File: src/rtl/cpu_mem_pkg.sv
// ============================================================================
// Package     : cpu_mem_pkg
// Description : Shared constants and types for the CPU memory subsystem
//               (the memory arbiter and the I/D cache controllers).
//               Cache blocks are 8 words of 16 bits, so a block spans 16
//               bytes and the block base is the byte address with its low
//               four bits cleared.
// Revision    : 1.0 - initial release
// ============================================================================
`default_nettype none

package cpu_mem_pkg;

    localparam int          BLOCK_WORDS = 8;
    localparam int          MEM_LATENCY = 4;
    localparam logic [15:0] BLOCK_MASK  = 16'hFFF0;

    typedef enum logic [1:0] {
        ST_IDLE    = 2'd0,
        ST_FILL_I  = 2'd1,
        ST_FILL_D  = 2'd2,
        ST_WRITE_D = 2'd3
    } arb_state_e;

    // Byte address of word idx inside the block holding addr.
    function automatic logic [15:0] block_word_addr(input logic [15:0] addr,
                                                    input logic [2:0]  idx);
        return (addr & BLOCK_MASK) + {12'd0, idx, 1'b0};
    endfunction

endpackage

`default_nettype wire

File: src/rtl/arb_pick2.sv
// ============================================================================
// Module      : arb_pick2
// Description : Two-way priority selector between the I-cache and D-cache
//               request lines. Decides whether the D side wins this cycle.
//               Build macro ARB_ROUND_ROBIN_EN:
//                 defined   - a last-served bit favours the side not served
//                             most recently on a tie; it resets to
//                             "I served last", so D wins the first tie.
//                 undefined - fixed priority, D always wins a tie.
// Ports       : clk       in   clock
//               rst_n     in   synchronous active-low reset
//               i_req_i   in   I side requesting
//               d_req_i   in   D side requesting
//               grant_i   in   a grant is taken on the coming edge
//               d_wins_o  out  D side is selected (only when d_req_i=1)
// Revision    : 1.0 - initial release
// ============================================================================
`default_nettype none

module arb_pick2 (
    input  logic clk,
    input  logic rst_n,
    input  logic i_req_i,
    input  logic d_req_i,
    input  logic grant_i,
    output logic d_wins_o
);

`ifdef ARB_ROUND_ROBIN_EN
    // 1 = I side was served most recently.
    logic last_i_q;

    assign d_wins_o = d_req_i & (~i_req_i | last_i_q);

    // Every grant, contested or not, records who was served.
    always_ff @(posedge clk) begin
        if (!rst_n) begin
            last_i_q <= 1'b1;
        end else if (grant_i) begin
            last_i_q <= ~d_wins_o;
        end
    end
`else
    assign d_wins_o = d_req_i;

    // Fixed priority keeps no state; these inputs exist for the common port list.
    logic unused_fixed_prio;
    assign unused_fixed_prio = clk ^ rst_n ^ i_req_i ^ grant_i;
`endif

endmodule

`default_nettype wire

File: src/rtl/mem_arbiter.sv
// ============================================================================
// Module      : mem_arbiter
// Description : Arbitrates a single memory port between I-cache block fills,
//               D-cache block fills and D-cache single-word write-throughs.
//               A fill issues 8 consecutive reads and collects 8 returns
//               (memory latency 4), writing each returned word into the
//               requesting cache's data array. Tie-break policy is selected
//               by build macro ARB_ROUND_ROBIN_EN (see arb_pick2).
// Ports       : clk, rst_n               clock, sync active-low reset
//               i_req/i_addr             I-cache fill request
//               d_req/d_addr/d_wr/d_wdata D-cache request
//               mem_en/mem_wr/mem_addr/mem_wdata  memory request side
//               mem_rdata/mem_valid      memory return side
//               fill_data/fill_word/fill_we_i/fill_we_d  cache fill port
//               i_done/d_done            one-cycle completion pulses
//               busy                     arbiter not idle
// Revision    : 1.0 - initial release
// ============================================================================
`default_nettype none

module mem_arbiter
    import cpu_mem_pkg::*;
(
    input  logic        clk,
    input  logic        rst_n,
    input  logic        i_req,
    input  logic [15:0] i_addr,
    input  logic        d_req,
    input  logic [15:0] d_addr,
    input  logic        d_wr,
    input  logic [15:0] d_wdata,
    output logic        mem_en,
    output logic        mem_wr,
    output logic [15:0] mem_addr,
    output logic [15:0] mem_wdata,
    input  logic [15:0] mem_rdata,
    input  logic        mem_valid,
    output logic [15:0] fill_data,
    output logic [2:0]  fill_word,
    output logic        fill_we_i,
    output logic        fill_we_d,
    output logic        i_done,
    output logic        d_done,
    output logic        busy
);

    // Issue counter runs 0..8; 8 means all reads of the block have gone out.
    localparam logic [3:0] ISSUE_END = 4'(BLOCK_WORDS);
    localparam logic [2:0] RC_LAST   = 3'(BLOCK_WORDS - 1);

    arb_state_e  state_q;
    logic [3:0]  ic_q;
    logic [2:0]  rc_q;
    logic [15:0] addr_q;
    logic [15:0] wdata_q;

    logic        grant;
    logic        d_wins;
    logic        in_fill;

    assign grant   = (state_q == ST_IDLE) && (i_req || d_req);
    assign in_fill = (state_q == ST_FILL_I) || (state_q == ST_FILL_D);

    arb_pick2 u_pick (
        .clk      (clk),
        .rst_n    (rst_n),
        .i_req_i  (i_req),
        .d_req_i  (d_req),
        .grant_i  (grant),
        .d_wins_o (d_wins)
    );

    always_ff @(posedge clk) begin
        if (!rst_n) begin
            state_q <= ST_IDLE;
            ic_q    <= '0;
            rc_q    <= '0;
            addr_q  <= '0;
            wdata_q <= '0;
        end else begin
            case (state_q)
                ST_IDLE: begin
                    ic_q <= '0;
                    rc_q <= '0;
                    if (d_wins) begin
                        addr_q  <= d_addr;
                        wdata_q <= d_wdata;
                        state_q <= d_wr ? ST_WRITE_D : ST_FILL_D;
                    end else if (i_req) begin
                        addr_q  <= i_addr;
                        state_q <= ST_FILL_I;
                    end
                end
                ST_FILL_I, ST_FILL_D: begin
                    if (ic_q != ISSUE_END) begin
                        ic_q <= ic_q + 4'd1;
                    end
                    if (mem_valid) begin
                        rc_q <= rc_q + 3'd1;
                        if (rc_q == RC_LAST) begin
                            state_q <= ST_IDLE;
                        end
                    end
                end
                ST_WRITE_D: begin
                    state_q <= ST_IDLE;
                end
                default: begin
                    state_q <= ST_IDLE;
                end
            endcase
        end
    end

    // Memory-side outputs follow the registered state and counters; the
    // fill-port outputs must track mem_valid in the same cycle it arrives.
    always_comb begin
        mem_en    = 1'b0;
        mem_wr    = 1'b0;
        mem_addr  = '0;
        mem_wdata = '0;
        fill_data = '0;
        fill_word = '0;
        fill_we_i = 1'b0;
        fill_we_d = 1'b0;
        i_done    = 1'b0;
        d_done    = 1'b0;
        busy      = (state_q != ST_IDLE);

        if (in_fill) begin
            if (ic_q != ISSUE_END) begin
                mem_en   = 1'b1;
                mem_addr = block_word_addr(addr_q, ic_q[2:0]);
            end
            if (mem_valid) begin
                fill_data = mem_rdata;
                fill_word = rc_q;
                if (state_q == ST_FILL_I) begin
                    fill_we_i = 1'b1;
                    i_done    = (rc_q == RC_LAST);
                end else begin
                    fill_we_d = 1'b1;
                    d_done    = (rc_q == RC_LAST);
                end
            end
        end else if (state_q == ST_WRITE_D) begin
            mem_en    = 1'b1;
            mem_wr    = 1'b1;
            mem_addr  = addr_q & 16'hFFFE;
            mem_wdata = wdata_q;
            d_done    = 1'b1;
        end
    end

endmodule

`default_nettype wire

File: config.mk
export PLATFORM = sky130hd
export DESIGN_NAME = mem_arbiter
export DESIGN_NICKNAME = d
export VERILOG_FILES = /design/src/rtl/cpu_mem_pkg.sv /design/src/rtl/arb_pick2.sv /design/src/rtl/mem_arbiter.sv
export SDC_FILE = /design/constraint.sdc
export NUM_CORES = 1
export LEC_CHECK = 0
export BUFFER_PORTS_ARGS = -buffer_cell sky130_fd_sc_hd__buf_2
export CAP_MARGIN = 10
export CORE_MARGIN = 10
export CORE_UTILIZATION = 40
export CTS_BUF_LIST = sky130_fd_sc_hd__clkbuf_8
export DETAILED_ROUTE_END_ITERATION = 12
export PLACE_DENSITY = 0.85
export SETUP_SLACK_MARGIN = 0.2
export SLEW_MARGIN = 20
export SYNTH_ARGS = -nofsm -noshare
export SYNTH_HDL_FRONTEND = slang
export SYNTH_SLANG_ARGS = --single-unit
File: constraint.sdc
create_clock -name clk -period 2.07 [get_ports clk]
set_clock_uncertainty 0.05 [all_clocks]
set_input_delay 0.414 -clock clk [delete_from_list [all_inputs] [get_ports clk]]
set_output_delay 0.414 -clock clk [all_outputs]
set_load 0.03 [all_outputs]
# After elaboration in Yosys (flattened, before gate mapping)
# Cells that the tools add are included.
# classes
add_sub_neg	3
eq_ne	9
muxes	37
n_reduce_logical	11
# op_table
operator	count
two-way mux 16 bit	9
two-way mux 1 bit	17
adder 16 x 4 -> 16 bit	1
two-way mux 3 bit	3
two-way mux 2 bit	4
case mux 4 bit (2 select lines)	1
AND reduction 2 bit	4
!= test 2 bit (second input constant)	3
case mux 2 bit (3 select lines)	1
case mux 3 bit (2 select lines)	1
nonzero test 2 bit	3
adder 4 x 1 -> 4 bit (second input constant)	1
== test 2 bit (second input constant)	2
two-way mux 4 bit	1
!= test 4 bit (second input constant)	1
adder 3 x 1 -> 3 bit (second input constant)	1
== test 3 bit (second input constant)	1
!= test 3 bit (second input constant)	1
AND reduction 3 bit	1
== test 2 x 1 -> 1 bit (second input constant)	1
logical NOT 2 bit	1
OR reduction 2 bit	1
logical OR 1 bit	1
# word_totals
regBits	41
in_bits	70
elab_cells	65

# Depth between registers and ports, before layout
# depth
word_depth	4
ltp_mapped	7

# Hierarchy
# Synthesis repeated with hierarchy kept, for this count alone.
# unflattened
hier_cells	270
hier_area_um2	2275.9
# modules_own_cells
mod	instances	cells_per_inst	area_each_um2
mem_arbiter	1	269	2268.4
arb_pick2	1	1	7.5

# Worst setup path before layout
# No wires, ideal clock.
# synth_timing
kind	reg-to-output
startpoint	register state_q[0]
endpoint	output port d_done
arrival_time_ns	1.833
t_required_ns	1.606
slack_ns	-0.227
path_stages_with_launch	6
n_path_buf	0
cell_sequence	dfxtp_1 > inv_1 > ha_1 > and2_1 > nor2b_1 > a21o_1
# synth_via
elab_chain_cells	4
elab_cells_between_ends	8
cone_classes	3 x eq/ne; 4 x mux; 1 x reduce/logical
# synth_rtl
element	line_no	source
start: declaration	mem_arbiter.sv:51	arb_state_e state_q;
start signal: assignment	mem_arbiter.sv:88	state_q <= d_wr ? ST_WRITE_D : ST_FILL_D;
== test 2 x 1 -> 1 bit	mem_arbiter.sv:62, mem_arbiter.sv:138	
two-way mux 1 bit	mem_arbiter.sv:138	if (state_q == ST_FILL_I) begin
two-way mux 1 bit	mem_arbiter.sv:135	if (mem_valid) begin
two-way mux 1 bit *	mem_arbiter.sv:130	if (in_fill) begin
end: declaration	mem_arbiter.sv:43	output logic d_done,
# Mark *: on every way between the ends. The rest lies on a longest branch, timed or not.

# Final worst setup path
# layout_timing
startpoint	register state_q[1]
endpoint	output port mem_addr[11]
# layout_via
elab_chain_cells	3
elab_cells_between_ends	6
cone_classes	3 x eq/ne; 2 x mux; 1 x reduce/logical
# layout_rtl
element	line_no	source
== test 2 bit, or another cell as far along	mem_arbiter.sv:146	end else if (state_q == ST_WRITE_D) begin
two-way mux 16 bit or logical OR 1 bit (tied branches)	mem_arbiter.sv:146, mem_arbiter.sv:62	
two-way mux 16 bit *	mem_arbiter.sv:130	
end: declaration	mem_arbiter.sv:34	output logic [15:0] mem_addr,
# Marked as above.

==> results.yml <==
synth:
  yosysWarnings: 0
  synth_top_family_by_area: "simple AND/OR/NAND/NOR gates"
  synthAdderAreaFrac: 0.04981
  synth_xor_area_frac: 0.003874
  synthArstFlopShare: 0
  netlist_instances: 267
  synthMuxAreaShare: 0.08854
  synth_top_flop_cell: "dfxtp_1"
  synthDominantCellAreaShare: 0.3542
  ys_seq_elements: 40
  yosys.area_share.simple: 0.2739
  synth.distinct_cells: 30
  avgSynthCellArea_um2: 8.468
  yosysTopAreaCell: "dfxtp_1"
  netlist_area_um2: 2261
  ys_top_cells_by_area: "dfxtp_1 35%, nand2_1 9.5%, mux2i_1 8.9%, o211a_1 6.6%, and2_1 5.5%"
  synth_compound_area_frac: 0.1599
  synth_seq_area_share: 0.3542
  synth.top_cells.by_count: "57 x nand2_1, 40 x dfxtp_1, 20 x and2_1, 20 x and3_1, 20 x mux2i_1"
  synth_fp_nets: 346
  synth_enable_flop_cells: 0
  synth.most_common_cell: "nand2_1"
timing:
  setup_viol: 52
  min_period_ns: 2.159
  setup_slack_ns: -0.08851
  worst_pin_slew_ns: 0.6769
  fin_tns_setup_ns: -3.006
  maxSlewViolCount: 0
  timing.fmax_ghz: 0.4633
  finalCritPeriodShare: 1.043
  grt_setup_unrepaired: "yes"
  slew_headroom: 0.5488
  hold_viol: 0
hold_path:
  min_path_cells: 3
  hold_start: "d_wdata[15]"
  hp-class: "in2reg"
  hold_end: "wdata_q[15]"
clock_tree:
  htree_levels: 2
  numCtsBuffers: 5
  root_buffer: "clkbuf_8"
  insertion_delay_ns: 0.29
  postCtsHoldBufs: 0
  clk_pin_slew_ns: 0.08
  cts.sink_count: 40
  cts_tree: "yes"
  clockBufferDepth: 2
final_layout:
  drive_gt1_frac: 0.5749
  final_nets: 485
  fin_area_um2: 4026
  final_cells: 479
  antennaDiodeCount: 0
  area_delta_synth_final_pct: 78.09
setup_path:
  arrival_ns: 1.69
  r2r_end: "rc_q[0]"
  crit_path_start_kind: "flop"
  cp.required_ns: 1.61
  r2r_setup_slack_ns: 0.26
  end_kind: "primary output"
  r2r_start: "state_q[0]"
  crit_fanout: 7
  worstSetupPathType: "reg2out"
  worstRegToRegCells: 9
floorplanning:
  die_x_um: 95.18
  pin_count: 128
  std_cell_rows: 27
  die_area_um2: 9059
  die_h_um: 95.18
  initial_utilization: 0.4106
  core_area_um2: 5507
power_and_ir_drop:
  switchingPower_w: 0.001829
  p_per_area_nw_per_um2: 1158
  comb_power_share: 0.619
  p_seq_frac: 0.230
  clkPwrFrac: 0.151
  swShare: 0.3922
  intPower_w: 0.002834
  p_leak_nw: 1.976
  ir_worst_vdd_uv: 906.4
  power.total_w: 0.004662
detailed_routing:
  drc: 0
  drtIter0Drc: 83
  antenna_left: 0
  avgViaCountPerCell: 5.004
  finalWirelength_mm: 7.951
  firstDrtPassIters: 4
  wl_per_cell_um: 16.60
  vias: 2397
run_status:
  violations: "negative setup slack"
  outcome: "finished, violations left"
place:
  postPlaceCellArea_um2: 3144
  gp_congestion: 0.8098
  dp_slack_ns: 0.01923
  dpl.cell_count: 456
  detailed_place_hpwl_mm: 5.244
  portBuffers: 124
global_routing:
  grt_use_total: 0.1627
  antenna_found_initial: 0
  grt_max_degree: 42
  overflow: 0
  grt_pass1_vias: 2528
  grt_pass1_wl_mm: 12.01
run:
  drv_cap: 0
## power groups by stage
stage                     logic (W)  registers, W  clock network [W]
after floorplan             0.00146       0.00105                  0
after global placement      0.00188       0.00106                  0
after detailed placement    0.00194       0.00107                  0
after CTS                   0.00245       0.00107           0.000727
after global routing        0.00308       0.00110           0.000755
final                       0.00289       0.00107           0.000705
## repair_timing
item	in CTS	in global routing
gates resized for setup	134	37
setup buffers	9	3
endpoints found under the setup margin	56	62
gates cloned	1	2
hold endpoints to repair	0	0
pin swaps	21	2
## worst max-delay path, stage by stage (launching register included)
cell and delay (ns):
dfxtp_4 0.35, inv_2 0.05, ha_4 0.25, buf_8 0.14, a21oi_4 0.22, clkbuf_16 0.21
nor2b_4 0.04, buf_6 0.13
## per-layer routing
metal / track usage / up-vias / part of all wire
met5: 0 / - / 0
met4: 0.04364 / 0 / 0.016
met3: 0.05892 / 13 / 0.099
met2: 0.3034 / 95 / 0.52
li1: - / 1179 / -
met1: 0.1670 / 1110 / 0.36
## cell families after synthesis
kind of cell / count (synthesis)
compound gates: 44
xor+xnor: 1
fa+ha+maj: 9
buf+inv: 29
flops: 40
mux: 20
other cells: 1
simple gates: 123
## placed cells by master, fill, tap and decap left out, drive strengths merged, types with 2 or more instances in the layout
| cell | netlist | routed |
|---|---|---|
| buf | 13 | 152 |
| ha | 9 | 9 |
| nand2 | 57 | 57 |
| nand4 | 2 | 2 |
| o21ai | 2 | 2 |
| a22o | 2 | 2 |
| mux2i | 20 | 20 |
| inv | 7 | 7 |
| nand3 | 3 | 3 |
| nor2b | 17 | 17 |
| and2 | 20 | 20 |
| nor2 | 2 | 2 |
| clkbuf | 9 | 9 |
| dfxtp | 40 | 40 |
| a21oi | 2 | 2 |
| a22oi | 3 | 3 |
| o211a | 15 | 15 |
| and3 | 20 | 20 |
| a21boi | 16 | 16 |
## area by class of cell
class / instances / area, um^2
sequential: 40 / 810.8
tap: 72 / 90.09
inverter: 7 / 28.78
fill: 407 / 1480
clock inverter: 1 / 30.03
timing repair buffer: 154 / 1321
multi-input combinational: 198 / 1649
clock buffer: 7 / 96.34
## registers in the layout, indices dropped and copies added, names as in the netlist
signal   count
ic_q         4
wdata_q     16
state_q      2
rc_q         3
addr_q      15
## how the worst max path moves through the flow
stage / depth (start not counted) / to / start
global route: 7 / mem_addr[10] / ic_q[1]
CTS: 7 / mem_addr[15] / ic_q[0]
global placement: 6 / mem_wdata[7] / state_q[0]
finish: 7 / mem_addr[11] / state_q[1]
floorplan: 6 / mem_wdata[10] / state_q[0]
detailed placement: 6 / mem_wdata[7] / state_q[1]
## metrics by stage
step / utilization / hold WS, ns
finish: 0.7312 / 0.3032
global route: 0.7312 / 0.2959
CTS: 0.6901 / 0.2944
detailed placement: 0.5710 / 0.3934
global placement: 0.5710 / 0.3859
floorplan: - / 0.3805
No activity file was read; power rests on OpenSTA's default activity.
